<file path="src/rtl/reg_file_flags.sv">
// Register file and flags register for the 8-bit one-cycle processor.
// Two combinational read ports feed the ALU operands. One synchronous write port takes the
// write-back result. r0 is hardwired to zero. A separate flags register captures the ALU
// {zero, sign, overflow} output.
// Optional build macro REGFILE_BYPASS_EN forwards same-cycle write data to matching read ports.
module reg_file_flags #(
  parameter int unsigned DATA_WIDTH = 8,
  parameter int unsigned ADDR_WIDTH = 3,
  parameter int unsigned FLAG_WIDTH = 3
) (
  input  logic                         clk,
  input  logic                         reset,
  input  logic        [ADDR_WIDTH-1:0] rd_addr_a,
  output logic signed [DATA_WIDTH-1:0] rd_data_a,
  input  logic        [ADDR_WIDTH-1:0] rd_addr_b,
  output logic signed [DATA_WIDTH-1:0] rd_data_b,
  input  logic                         wr_en,
  input  logic        [ADDR_WIDTH-1:0] wr_addr,
  input  logic        [DATA_WIDTH-1:0] wr_data,
  input  logic                         flags_we,
  input  logic        [FLAG_WIDTH-1:0] flags_in,
  output logic        [FLAG_WIDTH-1:0] flags_out
);

  localparam int unsigned NumRegs = 2 ** ADDR_WIDTH;

  // Entry 0 is never written, so it stays at its reset value and synthesis reduces it to a constant.
  logic [DATA_WIDTH-1:0] regs_q [NumRegs];
  logic [FLAG_WIDTH-1:0] flags_q;
  logic                  wr_fire;

  // A write takes effect only outside reset and never targets r0.
  assign wr_fire = wr_en && !reset && (wr_addr != '0);

  // Register storage: reset clears every entry; otherwise the addressed entry takes wr_data.
  always_ff @(posedge clk) begin
    if (reset) begin
      for (int i = 0; i < int'(NumRegs); i++) begin
        regs_q[i] <= '0;
      end
    end else if (wr_fire) begin
      regs_q[wr_addr] <= wr_data;
    end
  end

  // Flags capture is independent of write-back, so compare-type operations can update flags.
  always_ff @(posedge clk) begin
    if (reset) begin
      flags_q <= '0;
    end else if (flags_we) begin
      flags_q <= flags_in;
    end
  end

  assign flags_out = flags_q;

  // Read port A: r0 reads as zero. An optional forward from the write port applies.
  always_comb begin
    rd_data_a = '0;
    if (rd_addr_a != '0) begin
      rd_data_a = regs_q[rd_addr_a];
    end
`ifdef REGFILE_BYPASS_EN
    if (wr_fire && (rd_addr_a == wr_addr)) begin
      rd_data_a = wr_data;
    end
`endif
  end

  // Read port B: same behaviour as port A, evaluated independently.
  always_comb begin
    rd_data_b = '0;
    if (rd_addr_b != '0) begin
      rd_data_b = regs_q[rd_addr_b];
    end
`ifdef REGFILE_BYPASS_EN
    if (wr_fire && (rd_addr_b == wr_addr)) begin
      rd_data_b = wr_data;
    end
`endif
  end

endmodule

</file>
<file path="config.mk">
export PLATFORM = sky130hd
export DESIGN_NAME = reg_file_flags
export DESIGN_NICKNAME = d
export VERILOG_FILES = /design/src/rtl/reg_file_flags.sv
export SDC_FILE = /design/constraint.sdc
export NUM_CORES = 1
export LEC_CHECK = 0
export ABC_AREA = 1
export CAP_MARGIN = 30
export CORE_MARGIN = 5
export CORE_UTILIZATION = 61
export DETAILED_ROUTE_END_ITERATION = 7
export HOLD_SLACK_MARGIN = 0.06
export PLACE_DENSITY = 0.82
export SLEW_MARGIN = 5
export SYNTH_ARGS = -nofsm -noshare
export SYNTH_HDL_FRONTEND = slang
export SYNTH_SLANG_ARGS = --single-unit
</file>
<file path="constraint.sdc">
create_clock -name clk -period 2.91 [get_ports clk]
set_input_delay 0.291 -clock clk [delete_from_list [all_inputs] [get_ports clk]]
set_output_delay 0.291 -clock clk [all_outputs]
set_load 0.05 [all_outputs]
</file>
==> results.py, run 1 <==
metrics = {
    "sta": {
        "finalSetupTns_ns": 0,
        "worstMarginPinSlew_ns": 0.658,
        "max-slew-margin-rel": 0.560,
        "timing.fmax_ghz": 0.420,
        "fin_skew_ns": 0,
        "slew_viol_final": 0,
        "period_share": 0.818,
        "post-route-min-period_ns": 2.38,
        "setup_violations": 0,
        "rsz0062_at_grt": "false",
        "fin_ws_ns": 0.530,
        "hold_violations": 0,
    },
    "clock_tree": {
        "cts_hold_buffers": 0,
        "cts_buffer_depth": 2,
        "clk_pin_slew_ns": 0.07,
        "post_cts_buffers": 0,
        "cts_buffers": 9,
        "clk_latency_ns": 0.34,
        "cts.sink_count": 67,
        "tritoncts": "done",
        "htreeDepth": 3,
        "cts_root_buf": "clkbuf_8",
        "cts_resized": 0,
    },
    "power": {
        "ir_drop_uv": 671,
        "switching_share": 0.271,
        "p_per_area_nw_per_um2": 562,
        "power.leakage_nw": 2.37,
        "clockPowerShare": 0.361,
        "power.switching_mw": 0.734,
        "power_frac_seq": 0.426,
        "p_comb_frac": 0.213,
        "p_int_mw": 1.97,
    },
    "layout": {
        "multiInputGateArea_sq_um": 1550,
        "area_growth_pct": 22.5,
        "fill_cells": 466,
        "seqCellArea_sq_um": 1980,
        "fin_nets": 583,
        "layout-drive-gt1-share": 0.0940,
        "final_cell_area_sq_um": 4820,
        "antenna_cells": 0,
    },
    "critical_path": {
        "critPathCaptureType": "primary output",
        "rrSetupSlack_ns": 2.28,
        "critical_path_arrival_ns": 2.09,
        "cp_data_required_time_ns": 2.62,
        "regToRegStartpoint": "flags_out[2]",
        "cp_slowest_stage_delay_ns": 0.84,
        "crit_chain": "clkdlybuf4s50_1 > buf_12 > nand2_1 > o211ai_1 > nand2_1 > nand2_1 > nand2_1 > buf_12",
        "ff2ff_path_depth": 2,
        "cpMaxStageDelayCell": "clkdlybuf4s50_1",
        "start_kind": "input port",
        "cp_max_fo": 41,
        "crit_path_frequent_cell": "nand2_1",
        "r2r-end": "flags_out[2]",
        "worstSetupPathType": "in2out",
    },
    "die": {
        "ios": 43,
        "core.rowCount": 29,
        "die_h_microns": 90.3,
        "start_util": 0.623,
        "die_area_sq_um": 8150,
        "chipWidth_microns": 90.3,
        "fp.coreArea_sq_um": 6310,
    },
    "place": {
        "detailed_place.area_sq_um": 4560,
        "dp_hpwl_mm": 7.67,
        "dp_slack_ns": 0.433,
        "globalplace.congestion": 0.918,
        "port_buffers": 42,
    },
    "routing": {
        "vias_per_cell": 5.66,
        "num_vias": 3625,
        "drt_iter0_markers": 466,
        "first_pass_iters": 5,
        "wirelength_mm": 10.6,
        "drtAntennaViolNets": 0,
        "drc": 0,
        "routedWlPerCell_microns": 16.5,
    },
    "min_path": {
        "min_to": "flags_out[1]",
        "hold_path.startpoint": "flags_out[1]",
        "whs_path_depth": 2,
        "hold_class": "reg2reg",
    },
    "synth": {
        "synth_top_area_share": 0.489,
        "synth.cell_area_sq_um": 3930,
        "synth_cell_type_count": 21,
        "synth.top_cells.by_area": "edfxtp_1 49%, nand2_1 16%, nor2_1 8.5%, inv_1 7.3%, nand3_1 7.0%",
        "synth_top_area_cell": "edfxtp_1",
        "ys_seq_area_frac": 0.504,
        "synth_cells": 519,
        "yosysWarningCount": 0,
        "synth.avg_cell_area_sq_um": 7.58,
        "synth-seq-cells": 67,
    },
    "run": {
        "cap_violations": 0,
    },
    "grt": {
        "antenna_found_initial": 0,
        "overflow": 0,
        "grt_pass1_wl_mm": 16.7,
        "track_usage": 0.262,
        "grt_max_degree": 42,
        "grt_pass1_vias": 3250,
    },
    "run_status": {
        "status": "complete, no violations",
    },
}
[worst max path at each step]
stage / from / cells after the start / to
2_1_floorplan: rd_addr_a[0] / 8 / rd_data_a[3]
3_3_place_gp: reset / 4 / regs_q[1][5]
3_5_place_dp: reset / 4 / regs_q[1][5]
4_1_cts: rd_addr_a[0] / 8 / rd_data_a[6]
5_1_grt: rd_addr_a[0] / 8 / rd_data_a[7]
6_report: rd_addr_a[0] / 8 / rd_data_a[6]
[cell usage in the layout, fill, tap and decap left out, types with 2 or more instances in the layout]
master	synthesis	final
clkdlybuf4s50_1	0	26
o211ai_1	20	20
inv_1	76	76
nor2_1	89	89
inv_2	6	6
edfxtp_1	64	64
buf_4	2	3
nand2_1	165	165
conb_1	1	8
buf_12	0	17
nand3_1	55	55
clkbuf_8	0	12
nand2_4	6	6
bufinv_16	0	3
dfxtp_1	3	3
nor2_4	2	2
o21ai_0	3	3
[metal layers]
metal	track usage	vias up	part of all wire
met5	0	-	0
met4	0.0993	0	0.030
met3	0.0717	30	0.12
met2	0.396	250	0.45
met1	0.360	1651	0.40
li1	-	1694	-
[cell usage after synthesis]
master / instances
inv_2: 6
dfxtp_1: 3
buf_2: 19
nand2_1: 165
clkinv_1: 1
nand3_1: 55
nand2_4: 6
nor2_4: 2
a21oi_2: 1
nor2_1: 89
edfxtp_1: 64
buf_4: 2
buf_1: 1
inv_1: 76
o21ai_0: 3
nand3_2: 1
conb_1: 1
nand4_1: 1
nand2_2: 1
clkbuf_1: 2
o211ai_1: 20
[flip-flops by register name, indices dropped and copies added, names as in the netlist]
| signal | flops |
|---|---|
| flags_out | 3 |
| regs_q | 64 |
[metrics by stage]
step | instances | total power, mW | util | hold WS (ns)
after detailed placement | 625 | 1.74 | 0.722 | 0.498
after CTS | 641 | 2.71 | 0.763 | 0.513
after floorplan | 526 | 1.49 | - | 0.426
final | 641 | 2.71 | 0.763 | 0.511
after global placement | 625 | 1.73 | 0.722 | 0.476
after global routing | 641 | 2.81 | 0.763 | 0.527
[power by group through the flow]
| stage | Clock [mW] | Combinational, mW | Sequential (mW) |
|---|---|---|---|
| detailed placement | 0 | 0.570 | 1.17 |
| finish | 0.978 | 0.576 | 1.15 |
| CTS | 0.983 | 0.574 | 1.15 |
| floorplan | 0 | 0.331 | 1.16 |
| global route | 1.04 | 0.620 | 1.16 |
| global placement | 0 | 0.562 | 1.17 |
[layout make-up]
class                           instances  area share
Clock buffer                           12      0.0343
Multi-Input combinational cell        352       0.321
Clock inverter                          4      0.0197
Sequential cell                        67       0.411
Tap cell                               77      0.0200
Inverter                               83      0.0647
Timing Repair Buffer                   46       0.129
[kinds of logic after synthesis]
kind of cell / after synthesis / share of synthesized area
AOI/OAI and AO/OA: 24 / 0.0442
buffers and inverters: 107 / 0.110
DFF: 67 / 0.504
other: 1 / 0.000953
and+or+nand+nor: 320 / 0.341
[critical path, delay by kind of cell]
kind / cells / cell delay [ns]
buffers and inverters: 3 / 1.30
and+or+nand+nor: 4 / 0.37
AOI/OAI and AO/OA: 1 / 0.10
No activity file was read; power rests on OpenSTA's default activity.
==> run 2, diff against run 1 <==
CORE_UTILIZATION = 57   (was 61)
PLACE_DENSITY = 0.77   (was 0.82)
clock period = 2.5 ns   (was 2.91 ns; I/O delays follow)
==> results.py, run 2 (same netlist as run 1, synthesis figures left out) <==
metrics = {
    "routing": {
        "first_pass_iters": 5,
        "drc": 0,
        "vias_per_cell": 5.45,
        "routedWlPerCell_microns": 15.9,
        "drt_iter0_markers": 366,
        "wirelength_mm": 10.3,
        "drtAntennaViolNets": 0,
        "num_vias": 3521,
    },
    "critical_path": {
        "cp_max_fo": 13,
        "critPathCaptureType": "primary output",
        "worstSetupPathType": "in2out",
        "cp_data_required_time_ns": 2.25,
        "rrSetupSlack_ns": 1.85,
        "critical_path_arrival_ns": 1.83,
        "cpMaxStageDelayCell": "clkdlybuf4s50_1",
        "crit_path_frequent_cell": "nand2_1",
        "start_kind": "input port",
        "crit_chain": "clkdlybuf4s50_1 > a21oi_2 > nand2_1 > nand2_1 > buf_12",
        "cp_slowest_stage_delay_ns": 0.72,
        "ff2ff_path_depth": 2,
    },
    "clock_tree": {
        "cts.sink_count": 67,
        "cts_resized": 0,
        "cts_buffer_depth": 2,
        "clk_pin_slew_ns": 0.07,
        "post_cts_buffers": 0,
        "cts_root_buf": "clkbuf_8",
        "clk_latency_ns": 0.33,
        "tritoncts": "done",
        "cts_buffers": 9,
        "htreeDepth": 3,
        "cts_hold_buffers": 0,
    },
    "grt": {
        "grt_max_degree": 51,
        "track_usage": 0.251,
        "grt_pass1_wl_mm": 16.5,
        "overflow": 0,
        "grt_pass1_vias": 3264,
        "antenna_found_initial": 0,
    },
    "layout": {
        "final_cell_mix": "165 x nand2_1, 89 x nor2_1, 76 x inv_1",
        "final_common_cell": "nand2_1",
        "regMostFlops": "regs_q",
        "largest_reg_flops": 64,
        "fin_cells": 646,
        "fin_nets": 585,
        "antenna_cells": 0,
        "layout-drive-gt1-share": 0.0919,
        "area_growth_pct": 21.4,
    },
    "sta": {
        "max-slew-margin-rel": 0.602,
        "fin_skew_ns": 0,
        "fin_ws_ns": 0.419,
        "rsz0062_at_grt": "false",
        "worstMarginPinSlew_ns": 0.596,
        "finalSetupTns_ns": 0,
        "whs_ns": 0.501,
        "slew_viol_final": 0,
        "post-route-min-period_ns": 2.08,
        "timing.fmax_ghz": 0.481,
        "setup_violations": 0,
        "period_share": 0.832,
        "hold_violations": 0,
    },
    "power": {
        "power.leakage_nw": 2.34,
        "p_per_area_nw_per_um2": 608,
        "ir_drop_uv": 427,
    },
    "die": {
        "start_util": 0.582,
        "core.rowCount": 30,
        "die_area_sq_um": 8660,
        "fp.coreArea_sq_um": 6760,
        "chipWidth_microns": 93.1,
        "die_h_microns": 93.1,
        "ios": 43,
    },
    "run_status": {
        "status": "complete, no violations",
    },
    "min_path": {
        "hold_class": "in2reg",
        "whs_path_depth": 3,
    },
    "place": {
        "dp_hpwl_mm": 7.43,
        "port_buffers": 42,
        "dp_slack_ns": 0.427,
        "dpl.cell_count": 630,
        "globalplace.congestion": 0.979,
    },
    "run": {
        "cap_violations": 0,
    },
}
## run 2: worst max-delay path, delay by kind of cell
family / cells / cell delay [ns]
AO/OA/AOI/OAI: 1 / 0.42
buffers and inverters: 2 / 0.87
AND/OR/NAND/NOR: 2 / 0.29
## run 2: path summary, 6_finish.rpt
kind,startpoint,endpoint
worst min register to register,flags_out[1],flags_out[1]
worst max-delay path,rd_addr_a[2],rd_data_a[0]
worst min-delay path,flags_in[1],flags_out[1]
worst max register to register,flags_out[2],flags_out[2]
## run 2: layer usage
layer / GRT usage / part of all wire / routed length [microns]
met5: 0 / 0 / 0
met1: 0.344 / 0.41 / 4250
met4: 0.0842 / 0.030 / 304
met3: 0.0531 / 0.096 / 981
met2: 0.397 / 0.46 / 4730
## run 2: stage by stage
step           area, sq um  power [mW]   util
2_1_floorplan         3960        1.74      -
3_3_place_gp          4580        2.01  0.677
3_5_place_dp          4580        2.02  0.677
4_1_cts               4770        2.90  0.707
5_1_grt               4770        3.02  0.707
6_report              4770        2.90  0.707
## run 2: final cells by class
| class | count | area (sq um) |
|---|---|---|
| sequential | 67 | 1980 |
| fill | 535 | 1980 |
| multi-input combinational | 352 | 1550 |
| timing repair buffer | 48 | 638 |
| inverter | 83 | 312 |
| clock buffer | 14 | 163 |
| tap | 80 | 100 |
| clock inverter | 2 | 35.0 |
## run 2: power breakdown
group	switching, mW	internal [mW]
Combinational	0.418	0.253
Clock	0.379	0.515
Sequential	0.0329	1.30
